==> src/rtl/conv_pkg.sv <==
// Shared definitions for the patch scan sequencer: FSM state encoding,
// legal patch sizes, default geometry and the patch-position count helper.
package conv_pkg;

    // Scan controller states, visited in order for every accepted start
    typedef enum logic [2:0] {
        ST_IDLE  = 3'd0,
        ST_CHECK = 3'd1,
        ST_RUN   = 3'd2,
        ST_DRAIN = 3'd3,
        ST_DONE  = 3'd4
    } scan_state_t;

    // Only odd patch sides with a well-defined centre are supported
    localparam logic [2:0] PATCH_3 = 3'd3;
    localparam logic [2:0] PATCH_5 = 3'd5;
    localparam logic [2:0] PATCH_7 = 3'd7;

    // Default row-group size and addr_gen pipeline depth
    localparam int KROWS_DEF = 8;
    localparam int DRAIN_DEF = 3;

    // Width of the row/column position counters and position counts
    localparam int POS_W = 9;

    // True when the patch side is one of the supported sizes
    function automatic logic is_legal_patch(input logic [2:0] patch);
        return (patch == PATCH_3) || (patch == PATCH_5) || (patch == PATCH_7);
    endfunction

    // Number of patch positions along one image dimension:
    // floor((dim - patch) / stride) + 1, using a 9-step restoring divider so
    // no general-purpose divide operator is needed. Only meaningful for a
    // legal configuration (stride != 0, patch <= dim).
    function automatic logic [POS_W-1:0] npos(input logic [POS_W-1:0] dim,
                                             input logic [2:0]       patch,
                                             input logic [2:0]       stride);
        logic [POS_W-1:0] num;
        logic [POS_W-1:0] quo;
        logic [POS_W:0]   rem;
        num = dim - {6'd0, patch};
        quo = '0;
        rem = '0;
        for (int i = POS_W - 1; i >= 0; i--) begin
            rem = {rem[POS_W-1:0], num[i]};
            if (rem >= {7'd0, stride}) begin
                rem    = rem - {7'd0, stride};
                quo[i] = 1'b1;
            end
        end
        return quo + 9'd1;
    endfunction

endpackage

==> src/rtl/scan_pos_counter.sv <==
// Two-dimensional row/column position counter. Column runs fastest and wraps
// at nx-1, bumping the row. Exposes the next-state position so the owner can
// register outputs derived from it in the same cycle the counter updates.
module scan_pos_counter
    import conv_pkg::*;
(
    input  logic             clk,
    input  logic             rst_n,
    input  logic             clear,
    input  logic             advance,
    input  logic [POS_W-1:0] nx,
    input  logic [POS_W-1:0] ny,
    output logic [POS_W-1:0] r_next,
    output logic [POS_W-1:0] c_next,
    output logic             last
);

    logic [POS_W-1:0] r_q, r_d;
    logic [POS_W-1:0] c_q, c_d;
    logic             col_end;

    // Next position: clear has priority, otherwise step column then row
    always_comb begin
        r_d     = r_q;
        c_d     = c_q;
        col_end = (c_q == nx - 9'd1);
        last    = col_end && (r_q == ny - 9'd1);
        if (clear) begin
            r_d = '0;
            c_d = '0;
        end else if (advance) begin
            if (col_end) begin
                c_d = '0;
                r_d = r_q + 9'd1;
            end else begin
                c_d = c_q + 9'd1;
            end
        end
    end

    assign r_next = r_d;
    assign c_next = c_d;

    // Position registers
    always_ff @(posedge clk or negedge rst_n) begin
        if (!rst_n) begin
            r_q <= '0;
            c_q <= '0;
        end else begin
            r_q <= r_d;
            c_q <= c_d;
        end
    end

endmodule

==> src/rtl/patch_scan_ctrl.sv <==
// Upstream sequencer for addr_gen. Validates a latched patch_size/stride,
// then walks every patch position of the image one step per done_rmu,
// waits for the addr_gen pipeline to drain and pulses frame_done.
// Start to first en is two cycles (CHECK is a single cycle, the divider is
// combinational). DRAIN must be at least 1.
module patch_scan_ctrl
    import conv_pkg::*;
#(
    parameter int WIDTH  = 32,
    parameter int HEIGHT = 32,
    parameter int KROWS  = KROWS_DEF,
    parameter int DRAIN  = DRAIN_DEF,
    localparam int XW    = $clog2(WIDTH) + 1
) (
    input  logic          clk,
    input  logic          rst_n,
    input  logic          start,
    input  logic [2:0]    patch_size,
    input  logic [2:0]    stride,
    input  logic          done_rmu,
    output logic          en,
    output logic [5:0]    cycle_counts,
    output logic [2:0]    k,
    output logic [XW-1:0] xcor1,
    output logic          busy,
    output logic          frame_done,
    output logic          cfg_err
);

    scan_state_t state_q, state_d;

    logic [2:0]       psize_q, psize_d;
    logic [2:0]       stride_q, stride_d;
    logic [POS_W-1:0] nx_q, nx_d;
    logic [POS_W-1:0] ny_q, ny_d;
    logic [7:0]       drain_cnt_q, drain_cnt_d;

    logic             en_q, en_d;
    logic [5:0]       cc_q, cc_d;
    logic [2:0]       k_q, k_d;
    logic [XW-1:0]    xcor1_q, xcor1_d;
    logic             busy_q, busy_d;
    logic             frame_done_q, frame_done_d;
    logic             cfg_err_q, cfg_err_d;

    logic             pos_clear;
    logic             pos_advance;
    logic [POS_W-1:0] r_next;
    logic [POS_W-1:0] c_next;
    logic             pos_last;
    logic             cfg_ok;
    logic [POS_W-1:0] row_group;

    scan_pos_counter u_pos (
        .clk     (clk),
        .rst_n   (rst_n),
        .clear   (pos_clear),
        .advance (pos_advance),
        .nx      (nx_q),
        .ny      (ny_q),
        .r_next  (r_next),
        .c_next  (c_next),
        .last    (pos_last)
    );

    // Next-state, counter control and registered-output computation
    always_comb begin
        state_d      = state_q;
        psize_d      = psize_q;
        stride_d     = stride_q;
        nx_d         = nx_q;
        ny_d         = ny_q;
        drain_cnt_d  = drain_cnt_q;
        en_d         = en_q;
        cc_d         = cc_q;
        k_d          = k_q;
        xcor1_d      = xcor1_q;
        busy_d       = busy_q;
        frame_done_d = 1'b0;
        cfg_err_d    = 1'b0;
        pos_clear    = 1'b0;
        pos_advance  = 1'b0;

        cfg_ok = (stride_q != 3'd0) && is_legal_patch(psize_q) &&
                 ({6'd0, psize_q} <= 9'(WIDTH)) &&
                 ({6'd0, psize_q} <= 9'(HEIGHT));

        row_group = r_next / 9'(KROWS);

        unique case (state_q)
            ST_IDLE: begin
                if (start) begin
                    psize_d  = patch_size;
                    stride_d = stride;
                    busy_d   = 1'b1;
                    state_d  = ST_CHECK;
                end
            end
            ST_CHECK: begin
                if (!cfg_ok) begin
                    cfg_err_d = 1'b1;
                    busy_d    = 1'b0;
                    state_d   = ST_IDLE;
                end else begin
                    nx_d      = npos(9'(WIDTH), psize_q, stride_q);
                    ny_d      = npos(9'(HEIGHT), psize_q, stride_q);
                    pos_clear = 1'b1;
                    en_d      = 1'b1;
                    xcor1_d   = XW'(1);
                    k_d       = 3'd0;
                    cc_d      = 6'd1;
                    state_d   = ST_RUN;
                end
            end
            ST_RUN: begin
                if (done_rmu) begin
                    pos_advance = 1'b1;
                    if (pos_last) begin
                        en_d        = 1'b0;
                        xcor1_d     = '0;
                        k_d         = '0;
                        cc_d        = '0;
                        drain_cnt_d = '0;
                        state_d     = ST_DRAIN;
                    end else begin
                        xcor1_d = XW'(c_next + 9'd1);
                        k_d     = 3'(r_next % 9'(KROWS));
                        cc_d    = (row_group >= 9'd63) ? 6'd63 : 6'(row_group + 9'd1);
                    end
                end
            end
            ST_DRAIN: begin
                if (drain_cnt_q == 8'(DRAIN - 1)) begin
                    frame_done_d = 1'b1;
                    busy_d       = 1'b0;
                    state_d      = ST_DONE;
                end else begin
                    drain_cnt_d = drain_cnt_q + 8'd1;
                end
            end
            ST_DONE: begin
                state_d = ST_IDLE;
            end
            default: begin
                state_d = ST_IDLE;
            end
        endcase
    end

    // State, configuration and output registers
    always_ff @(posedge clk or negedge rst_n) begin
        if (!rst_n) begin
            state_q      <= ST_IDLE;
            psize_q      <= '0;
            stride_q     <= '0;
            nx_q         <= '0;
            ny_q         <= '0;
            drain_cnt_q  <= '0;
            en_q         <= 1'b0;
            cc_q         <= '0;
            k_q          <= '0;
            xcor1_q      <= '0;
            busy_q       <= 1'b0;
            frame_done_q <= 1'b0;
            cfg_err_q    <= 1'b0;
        end else begin
            state_q      <= state_d;
            psize_q      <= psize_d;
            stride_q     <= stride_d;
            nx_q         <= nx_d;
            ny_q         <= ny_d;
            drain_cnt_q  <= drain_cnt_d;
            en_q         <= en_d;
            cc_q         <= cc_d;
            k_q          <= k_d;
            xcor1_q      <= xcor1_d;
            busy_q       <= busy_d;
            frame_done_q <= frame_done_d;
            cfg_err_q    <= cfg_err_d;
        end
    end

    assign en           = en_q;
    assign cycle_counts = cc_q;
    assign k            = k_q;
    assign xcor1        = xcor1_q;
    assign busy         = busy_q;
    assign frame_done   = frame_done_q;
    assign cfg_err      = cfg_err_q;

endmodule
==> config.mk <==
export PLATFORM = sky130hd
export DESIGN_NAME = patch_scan_ctrl
export DESIGN_NICKNAME = d
export VERILOG_FILES = /design/src/rtl/conv_pkg.sv /design/src/rtl/scan_pos_counter.sv /design/src/rtl/patch_scan_ctrl.sv
export SDC_FILE = /design/constraint.sdc
export NUM_CORES = 1
export LEC_CHECK = 0
export BUFFER_PORTS_ARGS = -buffer_cell sky130_fd_sc_hd__buf_2
export CAP_MARGIN = 25
export CELL_PAD_IN_SITES_DETAIL_PLACEMENT = 1
export CELL_PAD_IN_SITES_GLOBAL_PLACEMENT = 1
export CORE_MARGIN = 10
export CORE_UTILIZATION = 40
export CTS_CLUSTER_SIZE = 20
export DETAILED_ROUTE_END_ITERATION = 8
export PLACE_DENSITY = 0.75
export SETUP_SLACK_MARGIN = 0.1
export SLEW_MARGIN = 20
export SYNTH_ARGS = -nofsm -noshare
export SYNTH_HDL_FRONTEND = slang
export SYNTH_SLANG_ARGS = --single-unit
==> constraint.sdc <==
create_clock -name clk -period 20.5 [get_ports clk]
set_input_delay 1.025 -clock clk [delete_from_list [all_inputs] [get_ports clk]]
set_output_delay 1.025 -clock clk [all_outputs]
set_load 0.02 [all_outputs]
==> results of run 1 <==
[final timing paths]
check | start | end | slack, ns | cells after the start
setup / recovery | stride_q[0] | ny_q[4] | 3.28 | 61
hold / removal | drain_cnt_q[7] | drain_cnt_q[7] | 0.48 | 1
setup reg to reg | stride_q[0] | ny_q[4] | 3.28 | 61
hold reg to reg | drain_cnt_q[7] | drain_cnt_q[7] | 0.48 | 1
max in group asynchronous | rst_n | u_pos.r_q[5] | 18.89 | 2
min in group asynchronous | rst_n | xcor1[3] | 0.66 | 1
[cells by family (layout without fill, tap and decap cells)]
| logic type | after synthesis | count (layout) | synth area share [%] |
|---|---|---|---|
| adder cells (fa/ha/maj) | 43 | 43 | 9.625 |
| XOR/XNOR | 65 | 65 | 9.771 |
| buffers and inverters | 45 | 74 | 2.873 |
| flip-flops | 63 | 63 | 26.42 |
| multiplexers | 12 | 12 | 2.118 |
| AO/OA/AOI/OAI | 202 | 202 | 23.13 |
| AND/OR/NAND/NOR | 295 | 295 | 26.06 |
[stage by stage]
step | area [um2] | worst slack [ns] | cells | hold WS [ns]
6_report | 6631 | 3.282 | 938 | 0.4772
5_1_grt | 6631 | 1.928 | 938 | 0.5040
4_1_cts | 6631 | 3.338 | 938 | 0.4822
3_5_place_dp | 6306 | 3.420 | 922 | 0.4755
3_3_place_gp | 6306 | 4.313 | 922 | 0.4594
2_1_floorplan | 5967 | 5.762 | 725 | 0.4374
[layout by cell type (no fill, tap or decap), drive strengths merged, types with 11 or more instances in the layout]
cell type and n:
clkbuf 13, and3 11, a21o 11, o21ai 68
xor2 33, inv 26, buf 32, ha 37
nor4 11, nand4 11, or2 13, nand2b 14
nand3 27, xnor2 31, nand2 66, a21oi 37
dfrtp 63, nor3 26, nor2 65
[Yosys cell counts (8+ instances only)]
cell / number / share of area (%)
nand3_1: 27 / 2.3
clkbuf_1: 16 / 1.0
nor3_1: 22 / 1.8
or3_1: 9 / 0.94
nor4_1: 11 / 1.2
nand4_1: 11 / 1.2
xor2_1: 33 / 4.8
inv_1: 25 / 1.6
ha_1: 37 / 7.8
xnor2_1: 31 / 4.6
nand2b_1: 14 / 1.5
a21o_1: 11 / 1.4
or2_2: 12 / 1.3
o211ai_1: 8 / 1.0
dfrtp_1: 63 / 26
o21a_1: 10 / 1.3
o31ai_1: 10 / 1.3
a21oi_1: 37 / 3.1
and3_1: 11 / 1.2
a22o_1: 9 / 1.3
o21ai_0: 67 / 5.6
nand2_1: 66 / 4.2
nor2_1: 65 / 4.1
[state kept, by name, indices dropped and copies added (netlist names), 3 cells and up]
name and count:
u_pos.r_q 9, k 3, drain_cnt_q 8, cycle_counts 6
ny_q 9, u_pos.c_q 9, xcor1 6, psize_q 3
state_q 3, stride_q 3
[metal layers]
layer | vias up | wire (um) | GRT usage (%)
met2 | 63 | 9453 | 32.31
met3 | 24 | 435 | 2.236
met1 | 2854 | 7857 | 21.25
met4 | 0 | 351 | 6.132
met5 | - | 0 | 0
li1 | 2718 | - | -
[worst register-to-register path, delay by kind of cell, from the launching register on]
family          cells  cell delay, ns
xor+xnor            1            0.15
compound gates     17            4.76
mux                 1            0.42
simple gates       29            7.07
flops               1            0.64
fa+ha+maj          11            3.71
buf+inv             2            0.37
[area by class of cell]
type / instances / area, um2 / area share [%]
clock buffer: 13 / 260.3 / 3.925
clock inverter: 3 / 65.06 / 0.9811
inverter: 26 / 97.59 / 1.472
multi-input combinational: 617 / 4232 / 63.81
sequential: 63 / 1577 / 23.77
tap: 184 / 230.2 / 3.472
timing repair buffer: 32 / 170.2 / 2.566
==> results.py, run 1 <==
metrics = {
    "sta": {
        "tightest_slew_ns": 1.072,
        "max_freq_mhz": 58.08,
        "finalClockSkew_ns": 0.005602,
        "period_minus_slack_ns": 17.22,
        "hold_violations": 0,
        "relSlewSlack_pct": 27.89,
        "finalCritPeriodShare_pct": 83.99,
        "rsz0062_at_grt": "no",
        "slew_violations": 0,
        "fin_tns_setup_ns": 0,
        "setup_viol": 0,
    },
    "critical_path": {
        "crit_required_ns": 20.74,
        "cp_top_family": "simple AND/OR/NAND/NOR gates",
        "critical_path.max_fanout": 16,
        "slowest_delay_ns": 0.65,
        "crit_top_cell": "ha_1",
        "critical_path_buf_inv_count": 2,
        "arrival_ns": 17.46,
        "crit_type": "flip-flop to flip-flop",
        "cp-start-kind": "flip-flop",
        "cp-end-kind": "flip-flop",
        "cp_slowest_cell": "nor3_4",
    },
    "grt": {
        "first_global_vias": 5942,
        "grt-ovfl-total": 0,
        "grt_pass1_wl_mm": 30.30,
        "grt_start_max_net_pins": 44,
        "grtUsageTotal_pct": 17.90,
        "antenna_found_initial": 0,
    },
    "die": {
        "dieArea_um2": 20200,
        "rows": 44,
        "start_util_pct": 40.90,
        "io_pins": 29,
        "die_h_um": 142.1,
        "core_region_area_um2": 14590,
        "die_w_um": 142.1,
    },
    "status": {
        "status": "completed",
    },
    "drt": {
        "wirelength_mm": 18.10,
        "vias_per_cell": 6.033,
        "dr_total_vias": 5659,
        "drtIter0Drc": 219,
        "wl_per_cell_um": 19.29,
        "remaining_drc_errors": 0,
        "drt_first_pass_iters": 4,
        "ant_nets": 0,
    },
    "yosys": {
        "ys_seq_elements": 63,
        "synth_edf_count": 0,
        "ys_seq_area_share_pct": 26.42,
        "syn_avg_cell_area_um2": 8.230,
        "synth-main-ff-cell": "dfrtp_1",
        "async_flop_share_pct": 100.0,
        "syn-instance-count": 725,
        "synth_cell_types": 77,
        "synth.cell_area_um2": 5967,
        "syn-num-nets": 777,
        "ys_warn_count": 0,
    },
    "place": {
        "gp_congestion": 0.9075,
        "dp_hpwl_mm": 14.26,
        "portBuffers": 28,
    },
    "finish": {
        "fin_util_pct": 45.45,
        "syn_to_final_growth_pct": 11.13,
        "nets": 801,
        "antenna_cells": 0,
        "drive_gt1_share_pct": 11.01,
        "n_fill_cell": 1774,
    },
    "cts": {
        "hold_buffers": 0,
        "cts_buffer_depth": 2,
        "insertion_delay_ns": 0.34,
        "cts_root_buf": "clkbuf_16",
        "clk_pin_slew_ns": 0.05,
        "cts.sinks": 63,
        "ctsHtreeMaxLevel": 3,
        "cts_tree": "yes",
        "post_cts_buffers": 0,
        "cts_made_buffers": 9,
        "cts_resized": 0,
    },
    "hold_path": {
        "hp-class": "flip-flop to flip-flop",
    },
    "job": {
        "maxCapViolCount": 0,
    },
}
Power of run 1 is not shown: default switching activity piles up to over one toggle a cycle in this logic, so the estimate is an artifact.
==> inputs of run 2 (changes only) <==
--- a/config.mk
+++ b/config.mk
@@ -13,7 +13,7 @@
 export CORE_UTILIZATION = 40
 export CTS_CLUSTER_SIZE = 20
 export DETAILED_ROUTE_END_ITERATION = 8
-export PLACE_DENSITY = 0.75
+export PLACE_DENSITY = 0.78
 export SETUP_SLACK_MARGIN = 0.1
 export SLEW_MARGIN = 20
 export SYNTH_ARGS = -nofsm -noshare
==> constraint.sdc (replaced) <==
create_clock -name clk -period 14.5 [get_ports clk]
set_input_delay 0.725 -clock clk [delete_from_list [all_inputs] [get_ports clk]]
set_output_delay 0.725 -clock clk [all_outputs]
set_load 0.02 [all_outputs]
==> run 2 against run 1 <==
  * Routed wire length increased by 2.4%
  * Global-route usage about the same
  * Non-clock buffer count increased by 28
  * Cell area increased by 5.3%
  * Setup slack got worse by 2.6 ns
  * Die area unchanged
  * Cell count increased by 2.8%
  * Sequential share of layout area decreased by 1.2 points
  * Critical path type unchanged
  * Critical endpoint is now ny_q[6]
==> results.py, run 2 (same netlist as run 1, synthesis figures left out) <==
metrics = {
    "die": {
        "io_pins": 29,
        "rows": 44,
        "die_h_um": 142.1,
        "die_w_um": 142.1,
        "core_region_area_um2": 14590,
        "dieArea_um2": 20200,
        "start_util_pct": 40.90,
    },
    "critical_path": {
        "r2r_end": "ny_q[6]",
        "reg2reg_depth": 63,
        "cp_slowest_cell": "or4b_4",
        "r2r_slack_ns": 0.71,
        "cp-end-kind": "flip-flop",
        "crit_required_ns": 14.71,
        "r2r-start": "stride_q[0]",
        "arrival_ns": 13.99,
        "cp-start-kind": "flip-flop",
        "crit_top_cell": "ha_1",
        "slowest_delay_ns": 0.59,
        "critical_path.max_fanout": 7,
        "crit_type": "flip-flop to flip-flop",
    },
    "finish": {
        "finalNonFillerCells": 964,
        "nets": 829,
        "top_regs": "ny_q: 9 flops, u_pos.c_q: 9 flops, u_pos.r_q: 9 flops",
        "syn_to_final_growth_pct": 16.98,
        "final_cell_mix": "o21ai_0 (64), dfrtp_1 (63), nor2_1 (61), nand2_1 (61), xor2_1 (33)",
        "n_fill_cell": 1752,
        "drive_gt1_share_pct": 18.21,
        "final_cell_area_um2": 6980,
        "antenna_cells": 0,
        "final_common_cell": "o21ai_0",
    },
    "cts": {
        "cts.sinks": 63,
        "ctsHtreeMaxLevel": 3,
        "insertion_delay_ns": 0.33,
        "clk_pin_slew_ns": 0.05,
        "cts_tree": "yes",
        "cts_root_buf": "clkbuf_16",
        "hold_buffers": 0,
        "cts_buffer_depth": 2,
        "cts_made_buffers": 9,
    },
    "sta": {
        "setup_viol": 0,
        "timing.hold.ws_ns": 0.2389,
        "finalClockSkew_ns": 0.008997,
        "slew_violations": 0,
        "period_minus_slack_ns": 13.79,
        "hold_violations": 0,
        "tightest_slew_ns": 1.096,
        "relSlewSlack_pct": 26.38,
        "finalCritPeriodShare_pct": 95.08,
        "max_freq_mhz": 72.54,
    },
    "drt": {
        "vias_per_cell": 5.950,
        "drtIter0Drc": 232,
        "ant_nets": 0,
        "drt_first_pass_iters": 4,
        "wirelength_mm": 18.54,
        "remaining_drc_errors": 0,
        "wl_per_cell_um": 19.23,
        "dr_total_vias": 5736,
    },
    "place": {
        "dp_hpwl_mm": 14.12,
        "place_inst": 940,
        "postPlaceCellArea_um2": 6452,
        "portBuffers": 28,
        "gp_congestion": 0.9086,
    },
    "status": {
        "status": "completed",
    },
    "job": {
        "maxCapViolCount": 0,
    },
    "grt": {
        "grt_pass1_wl_mm": 30.38,
        "grtUsageTotal_pct": 17.87,
        "antenna_found_initial": 0,
        "grt_start_max_net_pins": 56,
        "first_global_vias": 6057,
        "grt-ovfl-total": 0,
    },
    "hold_path": {
        "hp-class": "primary input to async pin",
    },
}
[run 2: cell types whose count changed in the layout (fill, tap and decap cells not counted), moves of 3 or more]
cell	change
buf_4	+28
a21oi_1	-5
ha_1	-5
nand2_1	-5
ha_4	+4
nand2_2	+4
nor2_1	-4
a21oi_4	+3
fa_1	-3
fa_2	+3
nor2_2	+3
o21ai_0	-3
[run 2: critical path, delay by kind of cell (launching register included)]
kind	cells	cell delay (ns)
simple gates	28	5.14
compound gates	18	3.89
fa+ha+maj	11	2.97
mux	2	0.78
flops	1	0.39
buf+inv	3	0.28
xor+xnor	1	0.17
[run 2: worst max-delay path by stage]
stage	to	slack [ns]	startpoint	cells past startpoint
2_1_floorplan	ny_q[6]	0.17	stride_q[0]	62
3_3_place_gp	ny_q[6]	0.37	stride_q[0]	59
3_5_place_dp	ny_q[6]	-0.25	stride_q[0]	63
4_1_cts	ny_q[6]	0.15	stride_q[0]	64
5_1_grt	ny_q[6]	-0.06	stride_q[0]	63
6_report	ny_q[6]	0.71	stride_q[0]	63
[run 2: cell type report]
class	count	area (um2)	share of cell area, %
Clock buffer	13	260.3	3.728
Tap cell	184	230.2	3.298
Sequential cell	63	1577	22.58
Clock inverter	1	5.005	0.07170
Timing Repair Buffer	60	380.4	5.449
Inverter	26	101.3	1.452
Multi-Input combinational cell	617	4427	63.42
[run 2: stage by stage]
| stage | TNS, ns | setup WS (ns) | utilization, % |
|---|---|---|---|
| global route | -0.1032 | -0.06378 | 47.85 |
| floorplan | 0 | 0.1673 | - |
| finish | 0 | 0.7140 | 47.85 |
| detailed placement | -0.5565 | -0.2502 | 44.23 |
| global placement | 0 | 0.3710 | 44.23 |
| CTS | 0 | 0.1481 | 46.29 |
[run 2: repair_timing]
item | 4_1_cts | 5_1_grt
setup buffers | 0 | 10
resized for setup | 8 | 34
pin swaps | 0 | 9
endpoints found under the setup margin | 8 | 9
gates cloned | 0 | 0
[run 2: metal layers]
| metal | vias up | global-route usage, % | part of all wire [%] | wire length (um) |
|---|---|---|---|---|
| met5 | - | 0 | 0 | 0 |
| li1 | 2778 | - | - | - |
| met3 | 32 | 2.437 | 2.6 | 478 |
| met4 | 0 | 5.003 | 2.3 | 420 |
| met2 | 81 | 32.09 | 51 | 9463 |
| met1 | 2845 | 21.64 | 44 | 8177 |
Power of run 2 is left out for the same reason.
==> inputs of run 3 (changes only) <==
--- a/config.mk
+++ b/config.mk
@@ -5,6 +5,7 @@
 export SDC_FILE = /design/constraint.sdc
 export NUM_CORES = 1
 export LEC_CHECK = 0
+export ABC_CLOCK_PERIOD_IN_PS = 14500
 export BUFFER_PORTS_ARGS = -buffer_cell sky130_fd_sc_hd__buf_2
 export CAP_MARGIN = 25
 export CELL_PAD_IN_SITES_DETAIL_PLACEMENT = 1
@@ -18,4 +19,5 @@
 export SLEW_MARGIN = 20
 export SYNTH_ARGS = -nofsm -noshare
 export SYNTH_HDL_FRONTEND = slang
+export SYNTH_HIERARCHICAL = 1
 export SYNTH_SLANG_ARGS = --single-unit
==> run 3 against run 2 <==
  * Largest cell class unchanged
  * Critical endpoint unchanged
  * Non-clock buffer count decreased by 3
  * Clock skew is essentially flat
  * Sequential share of layout area down 1.5 points
  * Synthesized cell count is 10% higher
==> results.py, run 3 <==
metrics = {
    "critical_path": {
        "slowest_delay_ns": 0.59,
        "cp-end-kind": "flip-flop",
        "crit_required_ns": 14.68,
        "cp-start-kind": "flip-flop",
        "crit_type": "flip-flop to flip-flop",
        "critical_path.max_fanout": 11,
        "critical_path_buf_inv_count": 12,
        "cp_top_family": "compound AO/OA/AOI/OAI gates",
        "arrival_ns": 14.02,
        "cp_slowest_cell": "or4_4",
    },
    "die": {
        "start_util_pct": 41.04,
        "die_h_um": 147.9,
        "core_region_area_um2": 15940,
        "io_pins": 29,
        "die_w_um": 147.9,
        "rows": 46,
        "dieArea_um2": 21870,
    },
    "yosys": {
        "yosys.cell_count.top_type": "nand2_1",
        "syn-num-nets": 850,
        "synth.largest_area_cell": "dfrtp_1",
        "synthTopCellsByCount": "nand2_1 (74), nor2_1 (68), dfrtp_1 (63)",
        "yosysTopAreaCellShare_pct": 24.10,
        "async_flop_share_pct": 100.0,
        "syn_avg_cell_area_um2": 8.199,
        "ys_seq_area_share_pct": 24.10,
        "ys_warn_count": 6,
        "synth-main-ff-cell": "dfrtp_1",
        "synth_top_cells_by_area": "dfrtp_1 (24%), ha_1 (7.1%), xnor2_1 (5.0%)",
        "synth.cell_area_um2": 6543,
        "synth_cell_types": 99,
        "synth_edf_count": 0,
        "ys_seq_elements": 63,
        "syn-instance-count": 798,
    },
    "drt": {
        "ant_nets": 0,
        "drt_first_pass_iters": 5,
        "dr_total_vias": 6389,
        "wl_met1_mm": 9.191,
        "drtIter0Drc": 335,
        "routed-wl-met3_um": 603,
        "wirelength_mm": 20.09,
        "remaining_drc_errors": 0,
        "met2_length_mm": 9.972,
        "vias_per_cell": 6.010,
        "top_layer": "met4",
        "wl_per_cell_um": 18.90,
    },
    "finish": {
        "multi_input_area_um2": 4763,
        "seqCellArea_um2": 1577,
        "final_common_cell": "nand2_1",
        "top_regs": "ny_q: 9 flops, u_pos/c_q: 9 flops, u_pos/r_q: 9 flops",
        "n_fill_cell": 1969,
        "final_cell_mix": "nand2_1 (74), nor2_1 (67), dfrtp_1 (63), o21ai_0 (44)",
        "syn_to_final_growth_pct": 14.11,
        "drive_gt1_share_pct": 15.82,
        "antenna_cells": 0,
        "nets": 894,
    },
    "place": {
        "dp_slack_ns": 0.1576,
        "dp_hpwl_mm": 15.43,
        "gp_congestion": 0.8868,
        "portBuffers": 28,
    },
    "cts": {
        "cts_root_buf": "clkbuf_16",
        "ctsHtreeMaxLevel": 3,
        "cts.sinks": 63,
        "clk_pin_slew_ns": 0.06,
        "insertion_delay_ns": 0.34,
        "cts_made_buffers": 9,
        "cts_tree": "yes",
        "hold_buffers": 0,
        "cts_buffer_depth": 2,
    },
    "grt": {
        "antenna_found_initial": 0,
        "grtUsageTotal_pct": 18.09,
        "first_global_vias": 6596,
        "grt-ovfl-total": 0,
        "grt_start_max_net_pins": 33,
        "grt_pass1_wl_mm": 33.30,
    },
    "sta": {
        "finalCritPeriodShare_pct": 95.44,
        "tightest_slew_ns": 0.8447,
        "relSlewSlack_pct": 43.16,
        "hold_violations": 0,
        "worst_slack_ns": 0.6607,
        "period_minus_slack_ns": 13.84,
        "finalClockSkew_ns": 0.009440,
        "slew_violations": 0,
        "setup_viol": 0,
        "max_freq_mhz": 72.26,
    },
    "job": {
        "maxCapViolCount": 0,
    },
    "hold_path": {
        "hp-class": "primary input to async pin",
    },
    "status": {
        "status": "completed",
    },
}
==> run 3: cell count changes after synthesis, sizes merged, moves of 8 or more <==
cell / delta
inv: +16
xor2: -9
nand2: +8
a31oi: +9
o21ai: -13
a21oi: +11
==> run 3: per-stage QoR <==
step	hold WS [ns]	instance area, um2	instances	TNS (ns)	util [%]
3_5_place_dp	0.4674	6988	1040	0	43.83
4_1_cts	0.4601	7316	1056	0	45.89
3_3_place_gp	0.4578	6977	1039	0	43.76
2_1_floorplan	0.4294	6543	798	0	-
6_report	0.4454	7466	1063	0	46.83
5_1_grt	0.4861	7466	1063	-0.09213	46.83
==> run 3: cells by family after synthesis <==
group / Yosys count / synth area share [%]
fa+ha+maj: 42 / 8.606
mux: 15 / 2.410
simple gates: 310 / 24.56
xor+xnor: 63 / 8.912
buf+inv: 68 / 4.589
flops: 63 / 24.10
compound gates: 237 / 26.83
==> run 3: layer usage <==
layer / global-route usage [%] / up-vias
met5: 0 / -
met4: 6.194 / 0
met3: 2.198 / 26
li1: - / 3039
met2: 31.09 / 122
met1: 22.86 / 3202
==> run 3: layout make-up <==
cell class	count	area share, %
clock buffers	9	3.017
well taps	216	3.620
repair buffers	57	4.843
multi-input cells	667	63.80
flip-flops and latches	63	21.12
clock inverters	7	1.374
inverters	44	2.229
==> run 3: worst register-to-register path: cells and delay by family, from the launching register on <==
kind | cells | cell delay, ns
simple gates | 14 | 2.94
compound gates | 26 | 4.92
xor+xnor | 1 | 0.10
fa+ha+maj | 9 | 2.87
mux | 3 | 0.84
flops | 1 | 0.37
buf+inv | 12 | 1.64
==> run 3: final timing paths <==
check / cells past startpoint / slack, ns / to / from
setup / recovery: 65 / 0.66 / ny_q[6] / stride_q[0]
hold / removal: 1 / 0.45 / state_q[2] / rst_n
setup reg to reg: 65 / 0.66 / ny_q[6] / stride_q[0]
hold reg to reg: 2 / 0.48 / k[2] / k[2]
max in group asynchronous: 2 / 13.15 / u_pos/c_q[8] / rst_n
min in group clk: 2 / 0.48 / k[2] / k[2]
==> run 3: repair_timing <==
item / 4_1_cts / 5_1_grt
setup buffers: 0 / 7
gates cloned: 0 / 0
pin swaps: 1 / 4
endpoints found under the setup margin: 1 / 9
gates resized for setup: 0 / 20
Power of run 3 is left out for the same reason.
